`src/rtl/vec_op_requant.sv`:
```
// ============================================================================
// Module   : vec_op_requant
// Purpose  : Per-channel rounding right-shift requantizer, CORDIC_WIDTH ->
//            DATA_WIDTH, behind a valid/ready output register plus a one-entry
//            skid register (latency 1, full throughput).
// Ports    : clk, nreset (async, active-low)
//            in_vld / in_rdy / x_in / shift     : input word handshake
//            out_vld / out_rdy / x_out          : output word handshake
//            ovf_sticky / ovf_clr               : saturation sticky flag
// Options  : `define VEC_OP_REQUANT_SAT_EN -> saturate out-of-range results and
//            flag them; undefined -> keep the low DATA_WIDTH bits (wrap) and
//            ovf_sticky is tied to 0.
// Revision : 1.0 - initial release
// ============================================================================
`default_nettype none

module vec_op_requant #(
  parameter int CORDIC_WIDTH = 22,
  parameter int DATA_WIDTH   = 16,
  parameter int NUM_CH       = 4,
  parameter int SHIFT_W      = 3
) (
  input  logic                         clk,
  input  logic                         nreset,
  input  logic                         in_vld,
  output logic                         in_rdy,
  input  logic [NUM_CH*CORDIC_WIDTH-1:0] x_in,
  input  logic [SHIFT_W-1:0]           shift,
  output logic                         out_vld,
  input  logic                         out_rdy,
  output logic [NUM_CH*DATA_WIDTH-1:0] x_out,
  output logic                         ovf_sticky,
  input  logic                         ovf_clr
);

  localparam int MAX_S = CORDIC_WIDTH - DATA_WIDTH;
  // One guard bit above the input width so the rounding add cannot overflow.
  localparam int RW    = CORDIC_WIDTH + 1;
  localparam int OW    = NUM_CH * DATA_WIDTH;

  // ---------------------------------------------------------------------------
  // Requantization datapath (combinational, applied to the incoming word)
  // ---------------------------------------------------------------------------
  logic [SHIFT_W-1:0] s_eff;
  logic [OW-1:0]      q_word;

  always_comb begin
    s_eff = shift;
    if (int'({1'b0, shift}) > MAX_S) s_eff = SHIFT_W'(MAX_S);
  end

`ifdef VEC_OP_REQUANT_SAT_EN
  logic [NUM_CH-1:0] ch_sat;
`endif

  for (genvar k = 0; k < NUM_CH; k++) begin : g_ch
    logic signed [RW-1:0]  ext;
    logic signed [RW-1:0]  rnd;
    logic signed [RW-1:0]  sum;
    logic signed [RW-1:0]  r;
    logic [DATA_WIDTH-1:0] q;

    always_comb begin
      ext = {x_in[k*CORDIC_WIDTH+CORDIC_WIDTH-1], x_in[k*CORDIC_WIDTH +: CORDIC_WIDTH]};
      rnd = '0;
      if (s_eff != '0) rnd = RW'(1) << (s_eff - SHIFT_W'(1));
      sum = ext + rnd;
      r   = sum >>> s_eff;
    end

`ifdef VEC_OP_REQUANT_SAT_EN
    // In range iff every bit from the result MSB down to the output sign bit
    // agrees; otherwise clamp toward the sign of r.
    logic [RW-DATA_WIDTH:0] hi;
    logic                   sat;
    always_comb begin
      hi  = r[RW-1:DATA_WIDTH-1];
      sat = !((&hi) || (~|hi));
      q   = r[DATA_WIDTH-1:0];
      if (sat) q = r[RW-1] ? {1'b1, {(DATA_WIDTH-1){1'b0}}}
                           : {1'b0, {(DATA_WIDTH-1){1'b1}}};
    end
    assign ch_sat[k] = sat;
`else
    logic unused_hi;
    assign q         = r[DATA_WIDTH-1:0];
    assign unused_hi = ^r[RW-1:DATA_WIDTH];
`endif

    assign q_word[k*DATA_WIDTH +: DATA_WIDTH] = q;
  end

  // ---------------------------------------------------------------------------
  // Output register + skid register
  // ---------------------------------------------------------------------------
  logic          out_vld_q, out_vld_d;
  logic [OW-1:0] out_data_q, out_data_d;
  logic          skid_vld_q, skid_vld_d;
  logic [OW-1:0] skid_data_q, skid_data_d;
  logic          accept;
  logic          main_free;

`ifdef VEC_OP_REQUANT_SAT_EN
  logic skid_sat_q, skid_sat_d;
  logic sticky_q, sticky_d;
  logic load_sat;
`endif

  assign in_rdy    = ~skid_vld_q;
  assign accept    = in_vld & in_rdy;
  assign main_free = ~out_vld_q | out_rdy;

  always_comb begin
    out_vld_d   = out_vld_q;
    out_data_d  = out_data_q;
    skid_vld_d  = skid_vld_q;
    skid_data_d = skid_data_q;
`ifdef VEC_OP_REQUANT_SAT_EN
    skid_sat_d  = skid_sat_q;
    load_sat    = 1'b0;
`endif
    if (main_free) begin
      // in_rdy is low while the skid holds a word, so accept and skid_vld
      // are never both set here.
      if (skid_vld_q) begin
        out_vld_d  = 1'b1;
        out_data_d = skid_data_q;
        skid_vld_d = 1'b0;
`ifdef VEC_OP_REQUANT_SAT_EN
        load_sat   = skid_sat_q;
`endif
      end else if (accept) begin
        out_vld_d  = 1'b1;
        out_data_d = q_word;
`ifdef VEC_OP_REQUANT_SAT_EN
        load_sat   = |ch_sat;
`endif
      end else begin
        out_vld_d  = 1'b0;
      end
    end else if (accept) begin
      skid_vld_d  = 1'b1;
      skid_data_d = q_word;
`ifdef VEC_OP_REQUANT_SAT_EN
      skid_sat_d  = |ch_sat;
`endif
    end
  end

  always_ff @(posedge clk or negedge nreset) begin
    if (!nreset) begin
      out_vld_q   <= 1'b0;
      out_data_q  <= '0;
      skid_vld_q  <= 1'b0;
      skid_data_q <= '0;
    end else begin
      out_vld_q   <= out_vld_d;
      out_data_q  <= out_data_d;
      skid_vld_q  <= skid_vld_d;
      skid_data_q <= skid_data_d;
    end
  end

`ifdef VEC_OP_REQUANT_SAT_EN
  // A saturating load in the same cycle as a clear leaves the flag set.
  assign sticky_d = (sticky_q & ~ovf_clr) | load_sat;

  always_ff @(posedge clk or negedge nreset) begin
    if (!nreset) begin
      skid_sat_q <= 1'b0;
      sticky_q   <= 1'b0;
    end else begin
      skid_sat_q <= skid_sat_d;
      sticky_q   <= sticky_d;
    end
  end

  assign ovf_sticky = sticky_q;
`else
  logic unused_clr;
  assign unused_clr = ovf_clr;
  assign ovf_sticky = 1'b0;
`endif

  assign out_vld = out_vld_q;
  assign x_out   = out_data_q;

endmodule

`default_nettype wire

```
`config.mk`:
```
export PLATFORM = sky130hd
export DESIGN_NAME = vec_op_requant
export DESIGN_NICKNAME = d
export VERILOG_FILES = /design/src/rtl/vec_op_requant.sv
export SDC_FILE = /design/constraint.sdc
export NUM_CORES = 1
export LEC_CHECK = 0
export BUFFER_PORTS_ARGS = -buffer_cell sky130_fd_sc_hd__buf_4
export CAP_MARGIN = 40
export CORE_MARGIN = 3
export CORE_UTILIZATION = 40
export DETAILED_ROUTE_END_ITERATION = 10
export GPL_ROUTABILITY_DRIVEN = 0
export SETUP_SLACK_MARGIN = 0.02
export SLEW_MARGIN = 20
export SYNTH_ARGS = -nofsm -noshare
export SYNTH_HDL_FRONTEND = slang
export SYNTH_SLANG_ARGS = --single-unit
```
`constraint.sdc`:
```
create_clock -name clk -period 1.9 [get_ports clk]
set_clock_uncertainty 0.1 [all_clocks]
set_input_delay 0.095 -clock clk [delete_from_list [all_inputs] [get_ports clk]]
set_output_delay 0.095 -clock clk [all_outputs]
set_load 0.02 [all_outputs]
```
==> results of run 1 <==
[cells in the mapped netlist, types with 10 or more instances]
cell type,n,area (um^2)
a211o_1,13,113.9
a211oi_1,43,322.8
a21o_1,24,180.2
a21oi_1,139,695.7
a221oi_1,10,87.58
a31oi_1,15,93.84
and2_1,10,62.56
and3_1,52,325.3
buf_1,14,52.55
buf_2,17,85.08
clkbuf_1,94,352.8
dfrtp_1,130,3253
ha_1,24,300.3
inv_1,19,71.32
mux2_2,16,180.2
mux2i_1,37,370.4
mux4_2,10,225.2
nand2_1,167,626.9
nand3_1,46,230.2
nand4_1,15,93.84
nor2_1,112,420.4
nor3_1,25,125.1
o211ai_1,18,135.1
o21a_1,15,112.6
o21ai_0,135,675.7
o21ai_1,19,95.09
o22ai_1,12,75.07
o31ai_1,18,135.1
or3_1,10,62.56
xnor2_1,41,359.1
xor2_1,33,289.0
[final cells by class]
class	instances	area (um^2)	area share, %
clock inverter	12	206.4	1.003
sequential	130	3254	15.81
inverter	22	110.1	0.5349
timing repair buffer	587	4962	24.11
multi-input combinational	1260	11130	54.06
tap	384	480.5	2.334
clock buffer	19	442.9	2.152
[path summary, 6_finish.rpt]
check,startpoint,to
worst max-delay path,shift[2],x_out[53]
worst min-delay path,x_in[65],x_out[47]
worst max register to register,out_vld,x_out[47]
worst min register to register,skid_data_q[3],skid_data_q[3]
max in group asynchronous,nreset,skid_data_q[14]
min in group asynchronous,nreset,x_out[54]
[worst reg2reg max path: cells and delay by family, from the launching register on]
family | cells | cell delay [ns]
AND/OR/NAND/NOR | 3 | 0.79
flip-flops | 1 | 0.37
AO/OA/AOI/OAI | 2 | 0.26
buffers and inverters | 1 | 0.21
[per-layer routing]
| metal | wire, um | vias up | part of all wire [%] |
|---|---|---|---|
| li1 | - | 6756 | - |
| met1 | 21830 | 7141 | 42 |
| met2 | 23180 | 736 | 45 |
| met3 | 4923 | 121 | 9.6 |
| met4 | 1468 | 0 | 2.9 |
| met5 | 0 | - | 0 |
[timing repair]
item                                    in CTS  in global routing
resized for setup                          358                265
gates cloned                                 2                  1
pin swaps                                  171                168
hold buffers                                 2                  0
endpoints found under the setup margin     128                128
hold endpoints to repair                   132                  0
setup buffers                               58                 42
[registers in the layout, summed over array words and instances, names as in the netlist]
name	count
skid_data_q	64
skid_vld_q	1
x_out	64
out_vld	1
[per-stage QoR]
step | setup WS (ns) | TNS [ns]
2_1_floorplan | -1.402 | -135.71
3_3_place_gp | -1.451 | -157.22
3_5_place_dp | -1.498 | -164.95
4_1_cts | -0.8960 | -88.29
5_1_grt | -1.126 | -113.44
6_report | -1.026 | -101.27
[where the power goes]
group / internal [mW] / switching (mW) / total, mW
clock: 2.36 / 1.22 / 3.59
sequential: 3.48 / 0.440 / 3.92
combinational: 2.98 / 3.52 / 6.51
[kinds of logic after synthesis]
| family | synth area share [%] |
|---|---|
| flops | 27.33 |
| xor+xnor | 5.581 |
| simple gates | 20.09 |
| other cells | 0.03150 |
| buf+inv | 4.940 |
| mux | 6.517 |
| fa+ha+maj | 2.523 |
| compound gates | 32.99 |
==> results.json, run 1 <==
{
  "status": "finished with violations",
  "violations": "setup timing",
  "rsz0062_at_grt": "true",
  "cts_root_buffer": "clkbuf_16",
  "tightest_slew_ns": 1.388,
  "p_per_area_nw_per_um2": 680.9,
  "dp_hpwl_um": 34850,
  "dieWidth_um": 178.5,
  "drcViolationCount": 0,
  "setup_ws_ns": -1.026,
  "port_buffers": 160,
  "cts_tree": "yes",
  "path_class": "input pin to flip-flop",
  "setup_viol": 128,
  "wl_per_cell_um": 21.29,
  "antennaDiodeCount": 0,
  "first_global_vias": 13860,
  "post-route-period-util_pct": 154.0,
  "cts_max_level": 4,
  "final_area_um2": 20590,
  "placedCellCount": 2298,
  "cts-buffers-inserted": 17,
  "ff2ff_path_depth": 6,
  "grt_pass1_wl_um": 75660,
  "ys_seq_area_share_pct": 27.33,
  "hold_class": "input pin to flip-flop",
  "slew_headroom_pct": 7.479,
  "yosysWarningCount": 0,
  "slowest_stage": "mux4_2",
  "utilization_pct": 70.95,
  "rows": 62,
  "cp-start-kind": "input pin",
  "grt_util_met3_pct": 6.237,
  "antenna_found_initial": 0,
  "core-area_um2": 29010,
  "cts.clk_slew.worst_paths_ns": 0.06,
  "grt_util_all_layers_pct": 29.73,
  "synth-edff-count": 0,
  "start_util_pct": 41.03,
  "drv_slew": 0,
  "rrSetupSlack_ns": 0.06,
  "timing.fmax_ghz": 0.3418,
  "leakagePower_nw": 8.712,
  "final_cell_mix": "buf_4, nand2_1, dfrtp_1",
  "ioPinCount": 163,
  "vias_per_cell": 6.112,
  "grt-ovfl-total": 0,
  "final_nets": 2138,
  "clock-sinks": 130,
  "synth_area_um2": 11900,
  "stdcell_count": 2414,
  "worstPathMaxFanout": 7,
  "area_delta_synth_final_pct": 72.93,
  "crit_chain": "buf_8, buf_12, buf_12, clkinv_8, nor2_4, buf_6, ha_4, inv_1, nor4_2, nor3_4, buf_6, a21oi_4, xnor2_2, mux2i_1, mux4_2, a221o_1",
  "cts.path.max_buffers": 2,
  "cp_num_buf_inv": 7,
  "clk_latency_ns": 0.41,
  "required_ns": 2.09,
  "syn_inst": 1530,
  "worstSetupEndpointType": "flip-flop",
  "hold_viol_final": 0,
  "cp.depth": 16,
  "totalWireLength_um": 51400,
  "dr.pass1.iters": 7,
  "gr-usage-met1_pct": 43.38,
  "path_delay_family": "buffers and inverters",
  "dieArea_um2": 31870,
  "async_flop_share_pct": 100.0,
  "holdPathStages": 4,
  "busiest_layer": "met2",
  "synth-main-ff-cell": "dfrtp_1",
  "drtAntennaViolNets": 0,
  "drtIter0Drc": 1424,
  "max-vdd-ir-drop_uv": 602.3,
  "layout_commonest_cell": "buf_4",
  "final_layout_size_suffix_gt1_share_pct": 51.08,
  "die_y_um": 178.5,
  "vias": 14750,
  "whs_ns": 0.08330,
  "grtUsageMet2_pct": 44.78,
  "grt_max_degree": 61,
  "synth_cell_types": 91,
  "syn_area_per_cell_um2": 7.780,
  "arrival_ns": 3.11,
  "max_cap_violations": 0,
  "slowest_delay_ns": 0.54,
  "place_area_um2": 16320,
  "yosys_register_bits": 130,
  "fillers": 2125,
  "power_mw": 14.02,
  "period_needed_ns": 2.926
}
Note: power is estimated with default switching activity, not from simulation.
==> run 2: changes to the inputs <==
--- a/config.mk
+++ b/config.mk
@@ -10,4 +10,5 @@
 export CORE_MARGIN = 3
 export CORE_UTILIZATION = 40
+export CTS_BUF_LIST = sky130_fd_sc_hd__clkbuf_4
 export DETAILED_ROUTE_END_ITERATION = 10
 export GPL_ROUTABILITY_DRIVEN = 0
==> constraint.sdc (replaced) <==
create_clock -name clk -period 1.9 [get_ports clk]
set_clock_uncertainty 0.1 [all_clocks]
set_input_delay 0.095 -clock clk [delete_from_list [all_inputs] [get_ports clk]]
set_output_delay 0.095 -clock clk [all_outputs]
set_load 0.01 [all_outputs]
==> results.json, run 2 (synthesis results as in run 1) <==
{
  "required_ns": 2.21,
  "grt_util_all_layers_pct": 28.91,
  "cts-buffers-inserted": 17,
  "hold_class": "input pin to flip-flop",
  "setup_ws_ns": -0.8696,
  "start_util_pct": 41.03,
  "cts.path.max_buffers": 2,
  "max_cap_violations": 0,
  "worstPathMaxFanout": 7,
  "slew_headroom_pct": 0.5310,
  "drv_slew": 0,
  "first_global_vias": 13380,
  "grt_max_degree": 61,
  "wl_per_cell_um": 20.50,
  "path_class": "input pin to flip-flop",
  "drtIter0Drc": 1271,
  "dieWidth_um": 178.5,
  "grt-ovfl-total": 0,
  "final-seq-area_um2": 3254,
  "drcViolationCount": 0,
  "final_nets": 2123,
  "fillers": 2258,
  "dp_hpwl_um": 34850,
  "gr-usage-met1_pct": 43.76,
  "holdPathStages": 5,
  "layout_commonest_cell": "buf_4",
  "grt_pass1_wl_um": 73600,
  "arrival_ns": 3.08,
  "die_y_um": 178.5,
  "hold_viol_final": 0,
  "grt_util_met3_pct": 5.130,
  "cts_tree": "yes",
  "p_per_area_nw_per_um2": 611.9,
  "dr.pass1.iters": 6,
  "slowest_stage": "mux4_2",
  "vias_per_cell": 6.048,
  "rr_endpoint": "x_out[24]",
  "path_delay_family": "simple AND/OR/NAND/NOR gates",
  "busiest_layer": "met1",
  "crit_chain": "buf_8, buf_12, clkinv_8, nor2_4, buf_4, ha_4, nand2_1, a211oi_2, nor3_4, buf_6, a21oi_4, xnor2_2, mux2i_1, mux4_2, a221o_1",
  "cp_num_buf_inv": 5,
  "setup_viol": 128,
  "holdPathEnd": "x_out[31]",
  "ioPinCount": 163,
  "core-area_um2": 29010,
  "worstSetupEndpointType": "flip-flop",
  "timing.fmax_ghz": 0.3611,
  "clock-sinks": 130,
  "grtUsageMet2_pct": 42.94,
  "utilization_pct": 68.17,
  "rsz0062_at_grt": "true",
  "timing.rr.start": "out_vld",
  "totalWireLength_um": 49200,
  "rows": 62,
  "max-vdd-ir-drop_uv": 432.5,
  "drtAntennaViolNets": 0,
  "vias": 14520,
  "cts_root_buffer": "clkbuf_4",
  "tightest_slew_ns": 1.492,
  "port_buffers": 160,
  "cts.clk_slew.worst_paths_ns": 0.11,
  "rrSetupSlack_ns": 0.10,
  "power_mw": 12.10,
  "final_cell_mix": "buf_4, nand2_1, dfrtp_1",
  "dieArea_um2": 31870,
  "leakagePower_nw": 8.420,
  "violations": "setup timing",
  "status": "finished with violations",
  "worstHoldStart": "x_in[43]",
  "period_needed_ns": 2.770,
  "cp-start-kind": "input pin",
  "ff2ff_path_depth": 5,
  "multi_input_area_um2": 10840,
  "cts_max_level": 4,
  "post-route-period-util_pct": 145.8,
  "final_layout_size_suffix_gt1_share_pct": 49.38,
  "clk_latency_ns": 0.52,
  "area_delta_synth_final_pct": 66.16,
  "antenna_found_initial": 1,
  "slowest_delay_ns": 0.53
}
==> run 2: metrics by stage <==
| stage | TNS (ns) | worst slack (ns) | cell area, um^2 | std cells | hold slack (ns) |
|---|---|---|---|---|---|
| 6_report | -78.68 | -0.8696 | 19780 | 2400 | 0.07676 |
| 5_1_grt | -90.89 | -0.9740 | 19780 | 2400 | 0.06710 |
| 4_1_cts | -71.34 | -0.7518 | 18350 | 2371 | 0.008498 |
| 3_5_place_dp | -164.95 | -1.498 | 16320 | 2298 | -0.02001 |
| 3_3_place_gp | -157.22 | -1.451 | 16320 | 2298 | -0.01868 |
| 2_1_floorplan | -135.70 | -1.402 | 12470 | 1538 | -0.3006 |
==> run 2: layer usage <==
layer / vias up / routed length [um]
li1: 6715 / -
met1: 6972 / 21830
met2: 724 / 21660
met5: - / 0
met3: 104 / 4431
met4: 0 / 1281
==> run 2: worst max-delay path by stage <==
stage	startpoint	endpoint	slack, ns	cells past startpoint
finish	shift[2]	x_out[53]	-0.87	15
CTS	shift[2]	x_out[53]	-0.75	14
global route	shift[2]	x_out[53]	-0.97	14
floorplan	shift[1]	x_out[53]	-1.40	14
global placement	shift[0]	skid_data_q[28]	-1.45	14
detailed placement	shift[0]	skid_data_q[28]	-1.50	14
==> run 2: report_power, final <==
| part | leakage (nW) | total (mW) | internal (mW) | switching, mW |
|---|---|---|---|---|
| Clock | 0.168 | 2.22 | 1.19 | 1.04 |
| Sequential | 1.59 | 3.90 | 3.47 | 0.435 |
| Combinational | 6.66 | 5.98 | 2.85 | 3.12 |
| Total | 8.42 | 12.1 | 7.51 | 4.59 |
==> run 2: worst register-to-register path, stage by stage, from the launching register on <==
cell	delay [ns]
dfrtp_1	0.39
nand2b_1	0.19
nor2b_1	0.41
o21ai_0	0.16
a31o_2	0.25
a211oi_2	0.22
==> run 2: what timing repair did <==
item                                    CTS  global route
gates cloned                              3             0
buffers inserted                         39            35
hold endpoints to repair                140             0
pin swaps                               148           166
endpoints found under the setup margin  128           128
resized for setup                       303           265
hold buffers                              6             0
==> run 2: final cells by class <==
class,instances,share of cell area [%]
flip-flops and latches,130,16.45
well taps,384,2.429
diodes,1,0.01265
repair buffers,572,23.98
inverters,22,0.5820
clock buffers,18,0.6832
multi-input cells,1260,54.80
clock inverters,13,1.063
